$ cat config.mk
export PLATFORM = sky130hd
export DESIGN_NAME = dual_port_ram_port_controller_flat
export DESIGN_NICKNAME = d
export VERILOG_FILES = /design/src/rtl/dual_port_ram_port_controller_pkg.sv /design/src/rtl/dual_port_ram_port_controller_if.sv /design/src/rtl/dual_port_ram_port_controller_response_fifo.sv /design/src/rtl/dual_port_ram_port_controller.sv /design/src/flat_wrapper.sv
export SDC_FILE = /design/constraint.sdc
export NUM_CORES = 1
export LEC_CHECK = 0
export CAP_MARGIN = 10
export CORE_MARGIN = 2
export CORE_UTILIZATION = 35
export CTS_CLUSTER_SIZE = 30
export DETAILED_ROUTE_END_ITERATION = 12
export MAX_ROUTING_LAYER = met4
export PLACE_DENSITY = 0.66
export REMOVE_ABC_BUFFERS = 1
export SETUP_SLACK_MARGIN = 0.4
export SLEW_MARGIN = 40
export SYNTH_ARGS = -nofsm -noshare
export SYNTH_HDL_FRONTEND = slang
export SYNTH_SLANG_ARGS = --single-unit
$ cat constraint.sdc
create_clock -name clock -period 2.7 [get_ports clock]
set_input_delay 0.675 -clock clock [delete_from_list [all_inputs] [get_ports clock]]
set_output_delay 0.675 -clock clock [all_outputs]
set_load 0.02 [all_outputs]
$ cat src/rtl/dual_port_ram_port_controller_pkg.sv
// rtl/dual_port_ram_port_controller_pkg.sv - shared defaults, request kind and sizing helper
//
// Contents:
//   DEFAULT_*      default parameter values for the port controller
//   req_kind_e     meaning of the req_write bit
//   count_width()  bits needed to hold an occupancy count of 0..depth

package dual_port_ram_port_controller_pkg;

    localparam int DEFAULT_DATA_WIDTH    = 32;
    localparam int DEFAULT_ADDRESS_WIDTH = 32;
    localparam int DEFAULT_INDEX_BITS    = 6;
    localparam int DEFAULT_RESP_DEPTH    = 4;

    typedef enum logic {
        REQ_READ  = 1'b0,
        REQ_WRITE = 1'b1
    } req_kind_e;

    // An occupancy count must reach depth itself, hence one bit above the pointer width.
    function automatic int count_width(input int depth);
        return $clog2(depth) + 1;
    endfunction

endpackage

$ cat src/rtl/dual_port_ram_port_controller_if.sv
// rtl/dual_port_ram_port_controller_if.sv - request/response/RAM bus of one RAM port
//
// Signals:
//   req_valid/req_ready/req_write/req_address/req_data   client request stream
//   resp_valid/resp_ready/resp_data/resp_address         read response stream
//   init_done                                            clear sweep finished
//   ram_we/ram_address/ram_data_in/ram_data_out          raw RAM port
// Modports:
//   master  the port controller
//   slave   the client plus RAM side

interface dual_port_ram_port_controller_if #(
    parameter int DATA_WIDTH    = 32,
    parameter int ADDRESS_WIDTH = 32
);
    logic                     req_valid;
    logic                     req_ready;
    logic                     req_write;
    logic [ADDRESS_WIDTH-1:0] req_address;
    logic [DATA_WIDTH-1:0]    req_data;

    logic                     resp_valid;
    logic                     resp_ready;
    logic [DATA_WIDTH-1:0]    resp_data;
    logic [ADDRESS_WIDTH-1:0] resp_address;

    logic                     init_done;

    logic                     ram_we;
    logic [ADDRESS_WIDTH-1:0] ram_address;
    logic [DATA_WIDTH-1:0]    ram_data_in;
    logic [DATA_WIDTH-1:0]    ram_data_out;

    modport master (
        input  req_valid, req_write, req_address, req_data,
        output req_ready,
        output resp_valid, resp_data, resp_address,
        input  resp_ready,
        output init_done,
        output ram_we, ram_address, ram_data_in,
        input  ram_data_out
    );

    modport slave (
        output req_valid, req_write, req_address, req_data,
        input  req_ready,
        input  resp_valid, resp_data, resp_address,
        output resp_ready,
        input  init_done,
        input  ram_we, ram_address, ram_data_in,
        output ram_data_out
    );

endinterface

$ cat src/rtl/dual_port_ram_port_controller_response_fifo.sv
// rtl/dual_port_ram_port_controller_response_fifo.sv - synchronous FIFO buffering read responses
//
// Ports:
//   clock     rising-edge clock
//   reset     synchronous active-high reset, empties the FIFO
//   push      write data_in this cycle (ignored when full and not popping)
//   pop       drop the head entry this cycle (ignored when empty)
//   data_in   entry to store
//   data_out  head entry, meaningless while empty
//   empty     no entries held
//   count     number of entries held, 0..DEPTH

module response_fifo #(
    parameter int WIDTH = 64,
    parameter int DEPTH = 4
) (
    input  logic                     clock,
    input  logic                     reset,
    input  logic                     push,
    input  logic                     pop,
    input  logic [WIDTH-1:0]         data_in,
    output logic [WIDTH-1:0]         data_out,
    output logic                     empty,
    output logic [$clog2(DEPTH):0]   count
);

    localparam int PW = $clog2(DEPTH);
    localparam int CW = PW + 1;
    localparam logic [CW-1:0] FULL_COUNT = CW'(DEPTH);

    logic [WIDTH-1:0] mem [DEPTH];
    logic [PW-1:0]    wr_ptr;
    logic [PW-1:0]    rd_ptr;
    logic [CW-1:0]    count_q;
    logic             do_push;
    logic             do_pop;

    assign do_pop  = pop & (count_q != '0);
    // A simultaneous pop frees the slot, so a push into a full FIFO is still safe then.
    assign do_push = push & ((count_q != FULL_COUNT) | do_pop);

    // Storage needs no reset; only the pointers and count define validity.
    always_ff @(posedge clock) begin
        if (do_push) begin
            mem[wr_ptr] <= data_in;
        end
    end

    // DEPTH is a power of two, so the pointers wrap modulo DEPTH on natural overflow.
    always_ff @(posedge clock) begin
        if (reset) begin
            wr_ptr  <= '0;
            rd_ptr  <= '0;
            count_q <= '0;
        end else begin
            if (do_push) begin
                wr_ptr <= wr_ptr + 1'b1;
            end
            if (do_pop) begin
                rd_ptr <= rd_ptr + 1'b1;
            end
            case ({do_push, do_pop})
                2'b10:   count_q <= count_q + 1'b1;
                2'b01:   count_q <= count_q - 1'b1;
                default: count_q <= count_q;
            endcase
        end
    end

    assign data_out = mem[rd_ptr];
    assign empty    = (count_q == '0);
    assign count    = count_q;

endmodule

$ cat src/rtl/dual_port_ram_port_controller.sv
// rtl/dual_port_ram_port_controller.sv - requester-side controller for one dual_port_ram port
//
// Converts a valid/ready request stream into the RAM's raw we/address/data protocol,
// clears every RAM entry after reset, and buffers read data so the consumer can stall.
//
// Ports:
//   clock  rising-edge clock
//   reset  synchronous active-high reset
//   bus    request, response, init_done and RAM signals (master modport)
//
// Read timing: accepted in cycle N, RAM data returns in N+1 and is pushed into the
// response buffer together with the saved address, resp_valid in N+2.

module dual_port_ram_port_controller
    import dual_port_ram_port_controller_pkg::*;
#(
    parameter int                    DATA_WIDTH     = DEFAULT_DATA_WIDTH,
    parameter int                    ADDRESS_WIDTH  = DEFAULT_ADDRESS_WIDTH,
    parameter int                    INDEX_BITS     = DEFAULT_INDEX_BITS,
    parameter int                    RESP_DEPTH     = DEFAULT_RESP_DEPTH,
    parameter bit                    CLEAR_ON_RESET = 1'b1,
    parameter logic [DATA_WIDTH-1:0] INIT_VALUE     = '0
) (
    input  logic                           clock,
    input  logic                           reset,
    dual_port_ram_port_controller_if.master bus
);

    localparam int ENTRIES = 1 << INDEX_BITS;
    localparam int IW      = INDEX_BITS + 1;
    localparam int CW      = count_width(RESP_DEPTH);
    localparam int SW      = CW + 1;
    localparam int EW      = DATA_WIDTH + ADDRESS_WIDTH;

    localparam logic [IW-1:0] INIT_LAST   = IW'(ENTRIES - 1);
    localparam logic [SW-1:0] DEPTH_LIMIT = SW'(RESP_DEPTH);

    typedef enum logic {
        ST_INIT  = 1'b0,
        ST_SERVE = 1'b1
    } state_e;

    localparam state_e RESET_STATE = CLEAR_ON_RESET ? ST_INIT : ST_SERVE;

    state_e                   state_q;
    state_e                   state_d;
    logic [IW-1:0]            init_cnt_q;
    logic                     init_done_q;
    logic                     inflight_q;
    logic [ADDRESS_WIDTH-1:0] inflight_addr_q;
    logic [ADDRESS_WIDTH-1:0] ram_address_q;

    logic                     ready;
    logic                     accept;
    logic                     read_accept;
    logic                     ram_we;
    logic [ADDRESS_WIDTH-1:0] ram_address;
    logic [DATA_WIDTH-1:0]    ram_data_in;
    logic [SW-1:0]            credits_used;

    logic                     fifo_push;
    logic                     fifo_pop;
    logic                     fifo_empty;
    logic [CW-1:0]            fifo_count;
    logic [EW-1:0]            fifo_in;
    logic [EW-1:0]            fifo_out;

    // Buffered entries plus the read still in the RAM pipeline: a read is accepted
    // only when a buffer slot is guaranteed for it. Registered terms only.
    assign credits_used = SW'(fifo_count) + SW'(inflight_q);

    always_comb begin
        state_d     = state_q;
        ready       = 1'b0;
        accept      = 1'b0;
        read_accept = 1'b0;
        ram_we      = 1'b0;
        ram_address = ram_address_q;
        ram_data_in = bus.req_data;

        case (state_q)
            ST_INIT: begin
                ram_we      = 1'b1;
                ram_address = ADDRESS_WIDTH'(init_cnt_q);
                ram_data_in = INIT_VALUE;
                if (init_cnt_q == INIT_LAST) begin
                    state_d = ST_SERVE;
                end
            end
            ST_SERVE: begin
                ready = (credits_used < DEPTH_LIMIT);
            end
            default: begin
                state_d = RESET_STATE;
            end
        endcase

        if (reset) begin
            ready = 1'b0;
        end

        accept      = bus.req_valid & ready;
        read_accept = accept & (bus.req_write == REQ_READ);

        if (accept) begin
            ram_we      = (bus.req_write == REQ_WRITE);
            ram_address = bus.req_address;
        end

        // The RAM must never see a write while the controller is held in reset.
        if (reset) begin
            ram_we = 1'b0;
        end
    end

    always_ff @(posedge clock) begin
        if (reset) begin
            state_q         <= RESET_STATE;
            init_cnt_q      <= '0;
            init_done_q     <= !CLEAR_ON_RESET;
            inflight_q      <= 1'b0;
            inflight_addr_q <= '0;
            ram_address_q   <= '0;
        end else begin
            state_q <= state_d;
            if (state_q == ST_INIT) begin
                init_cnt_q <= init_cnt_q + 1'b1;
            end
            if (state_d == ST_SERVE) begin
                init_done_q <= 1'b1;
            end
            inflight_q <= read_accept;
            if (read_accept) begin
                inflight_addr_q <= bus.req_address;
            end
            ram_address_q <= ram_address;
        end
    end

    // The RAM answers one cycle after the read address, so the in-flight flag marks
    // the cycle in which ram_data_out belongs to the saved address.
    assign fifo_push = inflight_q;
    assign fifo_in   = {bus.ram_data_out, inflight_addr_q};
    assign fifo_pop  = ~fifo_empty & bus.resp_ready;

    response_fifo #(
        .WIDTH (EW),
        .DEPTH (RESP_DEPTH)
    ) u_response_fifo (
        .clock    (clock),
        .reset    (reset),
        .push     (fifo_push),
        .pop      (fifo_pop),
        .data_in  (fifo_in),
        .data_out (fifo_out),
        .empty    (fifo_empty),
        .count    (fifo_count)
    );

    assign bus.req_ready    = ready;
    assign bus.resp_valid   = ~fifo_empty;
    assign bus.resp_data    = fifo_out[EW-1 -: DATA_WIDTH];
    assign bus.resp_address = fifo_out[ADDRESS_WIDTH-1:0];
    assign bus.init_done    = init_done_q;
    assign bus.ram_we       = ram_we;
    assign bus.ram_address  = ram_address;
    assign bus.ram_data_in  = ram_data_in;

endmodule

$ cat src/flat_wrapper.sv
// flat-port wrapper written by rule: the top's interface ports become plain ports
module dual_port_ram_port_controller_flat import dual_port_ram_port_controller_pkg::*;
#(
    parameter int                    DATA_WIDTH     = DEFAULT_DATA_WIDTH,
    parameter int                    ADDRESS_WIDTH  = DEFAULT_ADDRESS_WIDTH,
    parameter int                    INDEX_BITS     = DEFAULT_INDEX_BITS,
    parameter int                    RESP_DEPTH     = DEFAULT_RESP_DEPTH,
    parameter bit                    CLEAR_ON_RESET = 1'b1,
    parameter logic [DATA_WIDTH-1:0] INIT_VALUE     = '0
)
  (clock, reset, bus_req_valid, bus_req_write, bus_req_address, bus_req_data, bus_req_ready, bus_resp_valid, bus_resp_data, bus_resp_address, bus_resp_ready, bus_init_done, bus_ram_we, bus_ram_address, bus_ram_data_in, bus_ram_data_out);
  dual_port_ram_port_controller_if #(.DATA_WIDTH(DATA_WIDTH), .ADDRESS_WIDTH(ADDRESS_WIDTH)) bus_i ();
  input  logic clock;
  input  logic reset;
  input wire logic [$bits(bus_i.req_valid)-1:0] bus_req_valid;
  input wire logic [$bits(bus_i.req_write)-1:0] bus_req_write;
  input wire logic [$bits(bus_i.req_address)-1:0] bus_req_address;
  input wire logic [$bits(bus_i.req_data)-1:0] bus_req_data;
  output wire logic [$bits(bus_i.req_ready)-1:0] bus_req_ready;
  output wire logic [$bits(bus_i.resp_valid)-1:0] bus_resp_valid;
  output wire logic [$bits(bus_i.resp_data)-1:0] bus_resp_data;
  output wire logic [$bits(bus_i.resp_address)-1:0] bus_resp_address;
  input wire logic [$bits(bus_i.resp_ready)-1:0] bus_resp_ready;
  output wire logic [$bits(bus_i.init_done)-1:0] bus_init_done;
  output wire logic [$bits(bus_i.ram_we)-1:0] bus_ram_we;
  output wire logic [$bits(bus_i.ram_address)-1:0] bus_ram_address;
  output wire logic [$bits(bus_i.ram_data_in)-1:0] bus_ram_data_in;
  input wire logic [$bits(bus_i.ram_data_out)-1:0] bus_ram_data_out;
  assign bus_i.req_valid = bus_req_valid;
  assign bus_i.req_write = bus_req_write;
  assign bus_i.req_address = bus_req_address;
  assign bus_i.req_data = bus_req_data;
  assign bus_req_ready = bus_i.req_ready;
  assign bus_resp_valid = bus_i.resp_valid;
  assign bus_resp_data = bus_i.resp_data;
  assign bus_resp_address = bus_i.resp_address;
  assign bus_i.resp_ready = bus_resp_ready;
  assign bus_init_done = bus_i.init_done;
  assign bus_ram_we = bus_i.ram_we;
  assign bus_ram_address = bus_i.ram_address;
  assign bus_ram_data_in = bus_i.ram_data_in;
  assign bus_i.ram_data_out = bus_ram_data_out;
  dual_port_ram_port_controller #(.DATA_WIDTH(DATA_WIDTH), .ADDRESS_WIDTH(ADDRESS_WIDTH), .INDEX_BITS(INDEX_BITS), .RESP_DEPTH(RESP_DEPTH), .CLEAR_ON_RESET(CLEAR_ON_RESET), .INIT_VALUE(INIT_VALUE)) u_core (.clock(clock), .reset(reset), .bus(bus_i));
endmodule
==> results.py <==
metrics = {
    "status": {
        "status": "finished, violations left",
        "violations": "setup timing",
    },
    "power": {
        "max-vdd-ir-drop_mv": 0.360,
        "power.density_nw_per_um2": 531,
        "leakagePower_nw": 7.35,
    },
    "finish": {
        "fin_cells": 1695,
        "multiInputGateArea_um2": 4140,
        "syn2layout_area_growth_pct": 51.1,
        "final_area_um2": 19900,
        "diodes": 0,
        "nNetsFinal": 1265,
        "fillers": 2998,
        "drive_gt1_share_pct": 45.4,
        "seq_area_um2": 9370,
    },
    "yosys": {
        "ys_seq_area_share_pct": 71.0,
        "synth.area.top_cells": "edfxtp_1 (58%), dfxtp_1 (13%), mux4_2 (11%), mux2_2 (2.9%), a21oi_1 (1.6%)",
        "synth_edf_count": 256,
        "syn_area_um2": 13200,
        "yosysTopAreaCell": "edfxtp_1",
        "yosysWarnings": 0,
        "synth-main-ff-cell": "edfxtp_1",
        "ys_seq_elements": 339,
        "synth_commonest_cells": "edfxtp_1 (256), dfxtp_1 (83), mux4_2 (64)",
        "yosysUniqueCellTypes": 45,
        "synth_cells": 780,
        "synthArstFlopShare_pct": 0,
        "avgSynthCellArea_um2": 16.9,
        "synth_top_area_share_pct": 58.4,
        "yosysMostFrequentCell": "edfxtp_1",
    },
    "route": {
        "drcViolationCount": 0,
        "drt_first_pass_iters": 5,
        "via_per_inst": 4.89,
        "post_drt_wl_per_cell_um": 20.7,
        "first_iter_violations": 370,
        "drt_wl_total_um": 35200,
        "postRouteAntennaNets": 0,
        "routed-via-count": 8289,
    },
    "global_route": {
        "grt_max_degree": 47,
        "gr-usage-met2_pct": 29.7,
        "met3_usage_pct": 4.41,
        "antenna_found_initial": 0,
        "grt.overflow.total": 0,
        "grt_pass1_vias": 8299,
        "grtUsageMet1_pct": 21.5,
        "grt_first_pass_wirelength_um": 50000,
        "busiest_layer": "met2",
        "track_usage_pct": 17.7,
    },
    "floorplanning": {
        "initial_core_util_pct": 35.2,
        "rows": 71,
        "coreArea_um2": 37400,
        "die_h_um": 198,
        "ioPinCount": 233,
        "die_w_um": 198,
        "dieArea_um2": 39200,
    },
    "timing": {
        "finalCriticalPeriod_ns": 2.83,
        "clock.fmax_ghz": 0.354,
        "final-hold-violation-count": 0,
        "min_period_over_period_pct": 105,
        "final_max_slew_viol_count": 0,
        "maxSlewHeadroom_pct": 61.9,
        "worst_slew_pin_slew_ns": 0.572,
        "setup_viol_count_final": 26,
        "final.setup.worst_slack_ns": -0.126,
        "rsz0062_at_grt": "true",
        "skew_ns": 0.0175,
    },
    "clocking": {
        "cts_max_level": 2,
        "path_clk_slew_ns": 0.06,
        "cts_root_buffer": "clkbuf_16",
        "clk_latency_ns": 0.52,
        "cts_tree": "built",
        "clock_path_buffers": 3,
        "cts_buffers": 36,
        "numClockSinks": 339,
    },
    "worst_setup_path": {
        "arrival_ns": 2.15,
        "cp_max_fo": 5,
        "start_kind": "flop",
        "worst_setup_path_end_kind": "output pin",
        "rr_worst_depth": 11,
        "worst_ep_required_time_ns": 2.03,
        "path_class": "flop to output pin",
    },
    "placed_design": {
        "placed_cells": 1536,
        "hpwlAfterDp_um": 20000,
        "placed_area_um2": 16700,
        "portBuffers": 232,
        "globalplace.congestion": 0.762,
    },
    "run": {
        "max_cap_viol_count": 0,
    },
    "min_path": {
        "min_path_type": "flop to flop",
        "whs_path_depth": 2,
    },
}
## worst max-delay path: stages (launching register included)
cell	delay, ns
dfxtp_4	0.36
buf_6	0.12
buf_12	0.13
buf_4	0.13
buf_8	0.11
buf_16	0.12
mux2_2	0.28
a21oi_2	0.16
nor2_1	0.06
buf_4	0.16
## area by class of cell
| type | count | share of cell area (%) |
|---|---|---|
| clock buffers | 49 | 5.13 |
| clock inverters | 15 | 0.553 |
| inverters | 7 | 0.132 |
| multi-input cells | 379 | 20.8 |
| flip-flops and latches | 339 | 47.1 |
| well taps | 511 | 3.21 |
| repair buffers | 395 | 23.1 |
## cells in the final DEF, fill, tap and decap left out, drive strengths merged, types with 2 or more instances in the layout
cell type / instances
o21ai: 5
xnor2: 2
o21bai: 2
nor4: 2
inv: 8
nor2: 19
mux2i: 2
nor2b: 33
nor3: 14
a21oi: 42
xor2: 4
clkbuf: 53
or3: 5
ha: 5
mux2: 37
dfxtp: 83
nand4b: 2
mux4: 64
o211ai: 26
edfxtp: 256
o31ai: 2
nand2: 28
clkinv: 12
and2: 32
nand2b: 4
and3: 6
buf: 291
clkdlybuf4s50: 99
nand3: 30
## registers in the layout, indices dropped and copies added, names as in the netlist, named ones only
register                       flops
u_core.fifo_push                   1
u_core.u_response_fifo.count       3
u_core.u_response_fifo.wr_ptr      2
u_core.init_cnt_q                  7
u_core.u_response_fifo.mem       256
u_core.state_q                     1
u_core.bus.init_done               1
u_core.inflight_addr_q            32
u_core.u_response_fifo.rd_ptr      2
u_core.ram_address_q              32
## where the power goes
group	total [mW]	internal (mW)	switching [mW]	leakage [nW]
combinational	0.286	0.169	0.117	3.54
clock	4.71	2.75	1.96	0.559
sequential	5.57	5.56	0.00639	3.25
## worst paths after layout
path              slack (ns)                                       to                         startpoint
setup / recovery       -0.13                       bus_ram_address[5]          u_core.state_q$_SDFF_PP0_
setup reg to reg        0.40  u_core.inflight_addr_q[19]$_SDFFE_PP0P_          u_core.state_q$_SDFF_PP0_
hold / removal          0.45        u_core.bus.init_done$_SDFFE_PP0P_  u_core.bus.init_done$_SDFFE_PP0P_
hold reg to reg         0.45        u_core.bus.init_done$_SDFFE_PP0P_  u_core.bus.init_done$_SDFFE_PP0P_
## cells by family after synthesis
group | after synthesis | synth area share [%]
xor gates and xnor gates | 6 | 0.399
adders and majority gates | 6 | 0.627
and+or+nand+nor | 181 | 7.58
muxes | 103 | 14.3
buffers and inverters | 62 | 2.23
DFF | 339 | 71.0
AOI/OAI and AO/OA | 83 | 3.90
## per-layer routing
metal | share of wire [%] | vias up
met3 | 6.8 | 48
met4 | 2.0 | 0
met1 | 40 | 4160
met5 | 0 | -
met2 | 51 | 288
li1 | - | 3793
## metrics by stage
stage	power (mW)	hold slack [ns]	TNS [ns]	utilization [%]	setup WS, ns
2_1_floorplan	5.71	0.452	-292.09	-	-2.50
3_3_place_gp	5.95	0.440	-18.39	44.7	-0.602
3_5_place_dp	5.95	0.439	-20.97	44.7	-0.664
4_1_cts	10.7	0.459	-1.16	50.8	-0.109
5_1_grt	10.9	0.477	-4.80	53.2	-0.188
6_report	10.6	0.454	-1.13	53.2	-0.126
## timing repair
action,CTS,global route
hold buffers,0,0
endpoints found under the setup margin,132,149
pin swaps,19,27
gates cloned,14,4
gates resized for setup,807,165
setup buffers,53,24
Power figures use the tool's default switching activity.
